<file path="config.mk">
export PLATFORM = sky130hd
export DESIGN_NAME = branch_predict_ctrl
export DESIGN_NICKNAME = d
export VERILOG_FILES = /design/src/rtl/branch_predict_ctrl.sv
export SDC_FILE = /design/constraint.sdc
export NUM_CORES = 2
export LEC_CHECK = 0
export ABC_CLOCK_PERIOD_IN_PS = 4050
export BUFFER_PORTS_ARGS = -buffer_cell sky130_fd_sc_hd__clkbuf_2
export CAP_MARGIN = 25
export CORE_UTILIZATION = 56
export DETAILED_ROUTE_END_ITERATION = 8
export PLACE_DENSITY_LB_ADDON = 0.25
export SKIP_LAST_GASP = 1
export SLEW_MARGIN = 20
export SYNTH_ARGS = -nofsm -noshare
export SYNTH_HDL_FRONTEND = slang
export SYNTH_SLANG_ARGS = --single-unit
</file>
<file path="constraint.sdc">
create_clock -name i_clk -period 4.05 [get_ports i_clk]
set_input_delay 0.405 -clock i_clk [delete_from_list [all_inputs] [get_ports i_clk]]
set_output_delay 0.405 -clock i_clk [all_outputs]
set_load 0.05 [all_outputs]
</file>
<file path="src/rtl/branch_predict_ctrl.sv">
// Branch predictor: direct-mapped BHT/BTB with 2-bit counters, resolved in MEM.
// Define BPU_STATS_EN to add resolved-branch and misprediction counters.
module branch_predict_ctrl #(
    parameter int BHT_IDX_W = 4,
    parameter int TAG_W     = 8
) (
    input  logic        i_clk,
    input  logic        i_rst_n,
    input  logic [31:0] i_if_pc,
    output logic        o_pred_taken,
    output logic [31:0] o_pred_target,
    input  logic        i_mem_valid,
    input  logic [31:0] i_mem_pc,
    input  logic        i_mem_is_br,
    input  logic        i_mem_is_jmp,
    input  logic        i_mem_taken,
    input  logic [31:0] i_mem_target,
    input  logic        i_mem_pred_taken,
    input  logic [31:0] i_mem_pred_target,
    input  logic        i_stall,
`ifdef BPU_STATS_EN
    output logic [31:0] o_br_cnt,
    output logic [31:0] o_mispred_cnt,
`endif
    output logic        o_flush,
    output logic [31:0] o_redirect_pc
);

    localparam int N = 1 << BHT_IDX_W;

    logic [1:0]       ctr_q    [N];
    logic             valid_q  [N];
    logic [TAG_W-1:0] tag_q    [N];
    logic [31:0]      target_q [N];

    logic [BHT_IDX_W-1:0] if_idx;
    logic [TAG_W-1:0]     if_tag;
    logic                 if_hit;

    logic [BHT_IDX_W-1:0] upd_idx;
    logic [TAG_W-1:0]     upd_tag;
    logic                 upd_hit;
    logic                 resolve;
    logic                 mispredict;

    logic                 upd_we;
    logic [1:0]           ent_ctr_d;
    logic                 ent_valid_d;
    logic [TAG_W-1:0]     ent_tag_d;
    logic [31:0]          ent_target_d;

    assign if_idx = i_if_pc[2 +: BHT_IDX_W];
    assign if_tag = i_if_pc[2 + BHT_IDX_W +: TAG_W];
    assign if_hit = valid_q[if_idx] && (tag_q[if_idx] == if_tag);

    // Lookup reads the registered table only, so a same-cycle update is seen next cycle.
    assign o_pred_taken  = if_hit && ctr_q[if_idx][1];
    assign o_pred_target = o_pred_taken ? target_q[if_idx] : i_if_pc + 32'd4;

    assign upd_idx = i_mem_pc[2 +: BHT_IDX_W];
    assign upd_tag = i_mem_pc[2 + BHT_IDX_W +: TAG_W];
    assign upd_hit = valid_q[upd_idx] && (tag_q[upd_idx] == upd_tag);

    assign resolve    = i_mem_valid && (i_mem_is_br || i_mem_is_jmp) && !i_stall;
    assign mispredict = (i_mem_taken != i_mem_pred_taken) ||
                        (i_mem_taken && (i_mem_target != i_mem_pred_target));

    assign o_flush       = resolve && mispredict;
    assign o_redirect_pc = i_mem_taken ? i_mem_target : i_mem_pc + 32'd4;

    always_comb begin
        upd_we       = 1'b0;
        ent_ctr_d    = ctr_q[upd_idx];
        ent_valid_d  = valid_q[upd_idx];
        ent_tag_d    = tag_q[upd_idx];
        ent_target_d = target_q[upd_idx];
        if (resolve) begin
            if (i_mem_is_jmp) begin
                upd_we       = 1'b1;
                ent_ctr_d    = 2'b11;
                ent_valid_d  = 1'b1;
                ent_tag_d    = upd_tag;
                ent_target_d = i_mem_target;
            end else if (upd_hit) begin
                upd_we = 1'b1;
                if (i_mem_taken) begin
                    ent_ctr_d    = (ctr_q[upd_idx] == 2'b11) ? 2'b11 : ctr_q[upd_idx] + 2'd1;
                    ent_valid_d  = 1'b1;
                    ent_tag_d    = upd_tag;
                    ent_target_d = i_mem_target;
                end else begin
                    ent_ctr_d = (ctr_q[upd_idx] == 2'b00) ? 2'b00 : ctr_q[upd_idx] - 2'd1;
                end
            end else if (i_mem_taken) begin
                // A taken branch that misses evicts the occupant, starting weakly taken.
                upd_we       = 1'b1;
                ent_ctr_d    = 2'b10;
                ent_valid_d  = 1'b1;
                ent_tag_d    = upd_tag;
                ent_target_d = i_mem_target;
            end
        end
    end

    always_ff @(posedge i_clk or negedge i_rst_n) begin
        if (!i_rst_n) begin
            for (int i = 0; i < N; i++) begin
                ctr_q[i]    <= 2'b01;
                valid_q[i]  <= 1'b0;
                tag_q[i]    <= '0;
                target_q[i] <= '0;
            end
        end else if (upd_we) begin
            ctr_q[upd_idx]    <= ent_ctr_d;
            valid_q[upd_idx]  <= ent_valid_d;
            tag_q[upd_idx]    <= ent_tag_d;
            target_q[upd_idx] <= ent_target_d;
        end
    end

`ifdef BPU_STATS_EN
    logic [31:0] br_cnt_q;
    logic [31:0] mispred_cnt_q;

    always_ff @(posedge i_clk or negedge i_rst_n) begin
        if (!i_rst_n) begin
            br_cnt_q      <= '0;
            mispred_cnt_q <= '0;
        end else begin
            if (resolve) br_cnt_q <= br_cnt_q + 32'd1;
            if (o_flush) mispred_cnt_q <= mispred_cnt_q + 32'd1;
        end
    end

    assign o_br_cnt      = br_cnt_q;
    assign o_mispred_cnt = mispred_cnt_q;
`endif

endmodule

</file>
## After elaboration in Yosys (flattened, before gate mapping)

Index checks and enable logic that the tools add are counted.

| storage, ports and cells | value |
|---|---|
| register bits | 688 |
| input bits | 136 |
| output and inout port bits | 66 |
| logic and storage cells | 148 |

| cells by class | value |
|---|---|
| $add $sub $neg | 4 |
| order comparisons | 3 |
| equal/unequal tests | 5 |
| multiplexer cells | 58 |
| bitwise gates (word level) | 2 |
| reductions and logical operators | 12 |

Operators by type and width:

| cell | count |
|---|---|
| $bwmux W512 | 1 |
| $mux W32 | 10 |
| $bmux W32 S4 | 2 |
| $bwmux W128 | 1 |
| $demux W32 S4 | 1 |
| $add A32 B3 Y32 const B | 2 |
| $bmux W8 S4 | 2 |
| $mux W8 | 8 |
| $bwmux W32 | 1 |
| $demux W8 S4 | 1 |
| $ne A32 B32 Y1 | 1 |
| $mux W2 | 12 |
| $bmux W2 S4 | 2 |
| $bwmux W16 | 1 |
| $eq A8 B8 Y1 | 2 |
| $mux W1 | 12 |
| $ge A5 B5 Y1 const B | 2 |
| $not A4 Y5 | 2 |
| $bmux W1 S4 | 2 |
| $demux W2 S4 | 1 |
| $logic_and A1 B1 Y1 | 8 |
| $lt A5 B1 Y1 const B | 1 |
| $demux W1 S4 | 1 |
| $add A2 B1 Y2 const B | 1 |
| other kinds (6) | 7 |

## Depth between registers and ports, before layout

| logic depth | value |
|---|---|
| depth after elaboration | 11 |
| depth in mapped cells | 13 |
| mapped depth without buffers | 8 |

## Worst setup path after synthesis

No wires, ideal clock.

| path | value |
|---|---|
| path kind | input-to-output |
| start point | in i_mem_pc[2] |
| end point | out o_redirect_pc[29] |
| arrival | 4097 ps |
| required time | 3645 ps |
| slack | -452 ps |
| stages | 13 |
| buffers on the path | 5 |
| cell sequence | buf_2 buf_6 buf_4 clkbuf_1 buf_1 nand4_1 nor3_1 and3_1 and3_1 and3_1 nand3_1 xor2_1 o21ai_0 |

| between the ends | value |
|---|---|
| longest elaborated chain between the ends | 2 |

Ends and longest elaborated chain:

| what | RTL line | source |
|---|---|---|
| start, declared | 13 | `input logic [31:0] i_mem_pc,` |
| $add A32 B3 Y32 | 69 | `assign o_redirect_pc = i_mem_taken ? i_mem_target : i_mem_pc + 32'd4;` |
| $mux W32 | 69 |  |
| end, declared | 26 | `output logic [31:0] o_redirect_pc` |

No other way between the ends.

## Final worst setup path

| path | value |
|---|---|
| start point | reg tag_q[13] in the netlist's numbering |
| end point | out o_pred_target[19] |

| between the ends | value |
|---|---|
| longest elaborated chain between the ends | 7 |

Ends and longest elaborated chain:

| what | RTL line | source |
|---|---|---|
| start, declared | 33 | `logic [TAG_W-1:0] tag_q [N];` |
| start signal, assigned by index | 116 | `tag_q[upd_idx] <= ent_tag_d;` |
| $bmux W8 S4 | 54 | `assign if_hit = valid_q[if_idx] && (tag_q[if_idx] == if_tag);` |
| $mux W8 (implied by the code) (2 in a row) | 54 |  |
| $eq A8 B8 Y1 | 54 |  |
| $logic_and A1 B1 Y1 | 54 |  |
| $logic_and A1 B1 Y1 | 57 | `assign o_pred_taken = if_hit && ctr_q[if_idx][1];` |
| $mux W32 | 58 | `assign o_pred_target = o_pred_taken ? target_q[if_idx] : i_if_pc + 32'd4;` |
| end, declared | 11 | `output logic [31:0] o_pred_target,` |

No other way between the ends. The select of a mux whose other input is x is not followed.

==> out/metrics.csv <==
stage,metric,value,unit
die,start_util,56.5,%
critical_path,worst-path-max-fanout,17,
clocking,cts.clk_slew.worst_paths,0.06,ns
route,wire_per_inst,31.4,µm
critical_path,critPathMaxStageDelay,0.56,ns
critical_path,criticalPathCategory,flop to output port,
logic_synthesis,yosys-top-cells-area,"dfrtp_1 (43%), mux4_2 (23%), mux2_2 (11%)",
hold_path,hold_start,i_mem_target[17],
power_and_ir_drop,total_power,0.0172,W
timing,setup_viol,0,
timing,min_period_over_period,98.7,%
logic_synthesis,synthTopCellsByCount,"dfrtp_1 (672), mux4_2 (402), mux2_2 (394)",
route,drc,0,
critical_path,rr_startpoint,tag_q[126],
timing,final-max-slew-violation-count,0,
critical_path,required,3.64,ns
logic_synthesis,ys_ff_latch,688,
timing,hold_slack,0.440,ns
route,drtAntennaViolNets,0,
critical_path,critical_path.startpoint,tag_q[13],
timing,tightest_slew,0.879,ns
layout,seqCellArea,17200,µm²
status,outcome,completed,
clocking,cts_buffers,73,
clocking,tritoncts,yes,
power_and_ir_drop,leakage,20.6,nW
logic_synthesis,yosysSeqAreaShare,44.5,%
logic_synthesis,yosysTopAreaCellShare,43.4,%
timing,min_period,4.00,ns
route,routed-via-count,25200,
timing,rsz0062_at_grt,yes,
grt,grt_usage,33.7,%
critical_path,cp_num_buf_inv,2,
layout,drive_above_1_share,46.8,%
route,via_per_inst,6.87,
placed_design,dp.final_hpwl,74100,µm
power_and_ir_drop,power_density,389,nW/µm²
layout,multi_input_area,20500,µm²
critical_path,cp_common_cell,mux4_2,
timing,tns,0,ns
clocking,cts.htree.levels,3,
logic_synthesis,synthCells,2517,
route,drt_iter0_markers,2187,
logic_synthesis,synth_area_leader_cell,dfrtp_1,
hold_path,min_path_type,primary input to flop,
critical_path,crit_arrival,3.59,ns
grt,grt_pass1_vias,26500,
logic_synthesis,syn-cell-area,38800,µm²
logic_synthesis,yosys_warnings,0,
critical_path,cpMaxStageDelayCell,or4_4,
route,wl,115000,µm
clocking,clockBufferDepth,3,
grt,antenna_found_initial,6,
grt,grt_max_degree,102,
critical_path,end_kind,output port,
critical_path,crit_family,multiplexers,
layout,area_growth,14.3,%
die,die_x,265,µm
critical_path,crit_chain,mux4_2 > mux4_2 > xnor2_2 > nand4_1 > or4_4 > buf_12 > mux2_2 > buf_4,
flow_run,drv_cap,0,
logic_synthesis,ys_types,53,
logic_synthesis,synth_ff_type,dfrtp_1,
die,ios,202,
logic_synthesis,synth_edf_count,0,
layout,fin_nets,2819,
die,die_h,265,µm
placed_design,port-buffer-count,201,
logic_synthesis,async_reset_ff_share,100,%
clocking,clock_latency,0.63,ns
timing,skew,0.0265,ns
clocking,cts.sinks,688,
timing,hold_viol_final,0,
logic_synthesis,syn_area_per_cell,15.4,µm²
timing,fmax,250,MHz
logic_synthesis,syn_nets,2658,
die,core_area,68600,µm²
layout,fillers,4808,
placed_design,gp_congestion,0.955,
die,rows,96,
timing,relSlewSlack,41.0,%
logic_synthesis,yosysMostFrequentCell,dfrtp_1,
die,die_area,70300,µm²
grt,grt_pass1_wl,174000,µm
critical_path,cp-start-kind,flop,
grt,grt-ovfl-total,0,
power_and_ir_drop,ir_drop,0.330,mV
route,drtPass1Iterations,6,
clocking,cts_root_buf,clkbuf_16,
-- routing by layer --
layer | vias up | part of all wire [%] | track usage, % | wire (µm)
met5 | - | 0.030 | 0 | 35
met4 | 6 | 3.7 | 13.7 | 4310
met3 | 265 | 9.5 | 9.13 | 11000
met2 | 1276 | 48 | 52.7 | 55400
met1 | 13600 | 39 | 44.9 | 44600
li1 | 10100 | - | - | -
-- worst min-delay path, delay by kind of cell --
family,cells,cell delay [ns]
mux,2,0.51
buf+inv,1,0.11
-- flip-flops by register name (all words and copies together) (netlist names) --
name and count:
ctr_q 32, tag_q 128, target_q 512, valid_q 16
-- area by class of cell --
| class | count | share of cell area [%] |
|---|---|---|
| multi-input cells | 1577 | 46.4 |
| flip-flops and latches | 688 | 38.9 |
| well taps | 931 | 2.63 |
| inverters | 16 | 0.136 |
| diodes | 5 | 0.0283 |
| clock buffers | 115 | 5.26 |
| repair buffers | 322 | 6.11 |
| clock inverters | 15 | 0.543 |
-- worst paths after layout --
check / end / slack [ns] / cells after the start
worst max-delay path: o_pred_target[19] / 0.05 / 8
worst min-delay path: target_q[401] / 0.44 / 3
worst max register to register: target_q[453] / 0.50 / 10
worst min register to register: valid_q[8] / 0.50 / 1
max in group asynchronous: target_q[209] / 2.51 / 3
min in group asynchronous: target_q[481] / 0.46 / 2
-- through the flow --
step | area [µm²] | instances | util [%] | setup WS [ns]
floorplan | 38800 | 2517 | - | -0.0745
global placement | 41400 | 3529 | 60.4 | -0.0389
detailed placement | 41400 | 3529 | 60.4 | -0.0329
CTS | 44200 | 3660 | 64.4 | -0.00255
global route | 44300 | 3665 | 64.5 | -0.00870
finish | 44300 | 3669 | 64.6 | 0.0533
-- placed cells by master (no fill, tap or decap), types with 18 or more instances in the layout --
cell type,instances
buf_12,46
buf_4,105
clkbuf_16,78
clkbuf_2,151
clkbuf_8,31
dfrtp_1,672
mux2_1,355
mux2_2,394
mux2i_1,19
mux4_2,402
nand2_1,72
nand2b_1,18
nand3_1,31
nand4_1,20
o21ai_0,35
xnor2_1,60
xor2_1,39
-- cell families (layout without fill, tap and decap cells) --
logic type	Yosys count	count (layout)	share of synthesized area, %
muxes	1173	1173	45.7
DFF	688	688	44.5
buffers and inverters	252	468	2.77
and+or+nand+nor	200	200	2.60
xor gates and xnor gates	102	102	2.31
AOI/OAI and AO/OA	96	96	1.96
adders and majority gates	6	6	0.187
other	0	5	0
-- power breakdown --
group          internal (W)  switching [W]
clock network       0.00433        0.00282
logic               0.00112        0.00132
registers           0.00730       0.000327
-- what timing repair did --
action | 4_1_cts | 5_1_grt
gates resized for setup | 45 | 28
setup endpoints to repair | 35 | 33
hold buffers | 1 | 0
pin swaps | 1 | 1
hold endpoints to repair | 77 | 0
setup buffers | 0 | 3
Power figures use the tool's default switching activity.
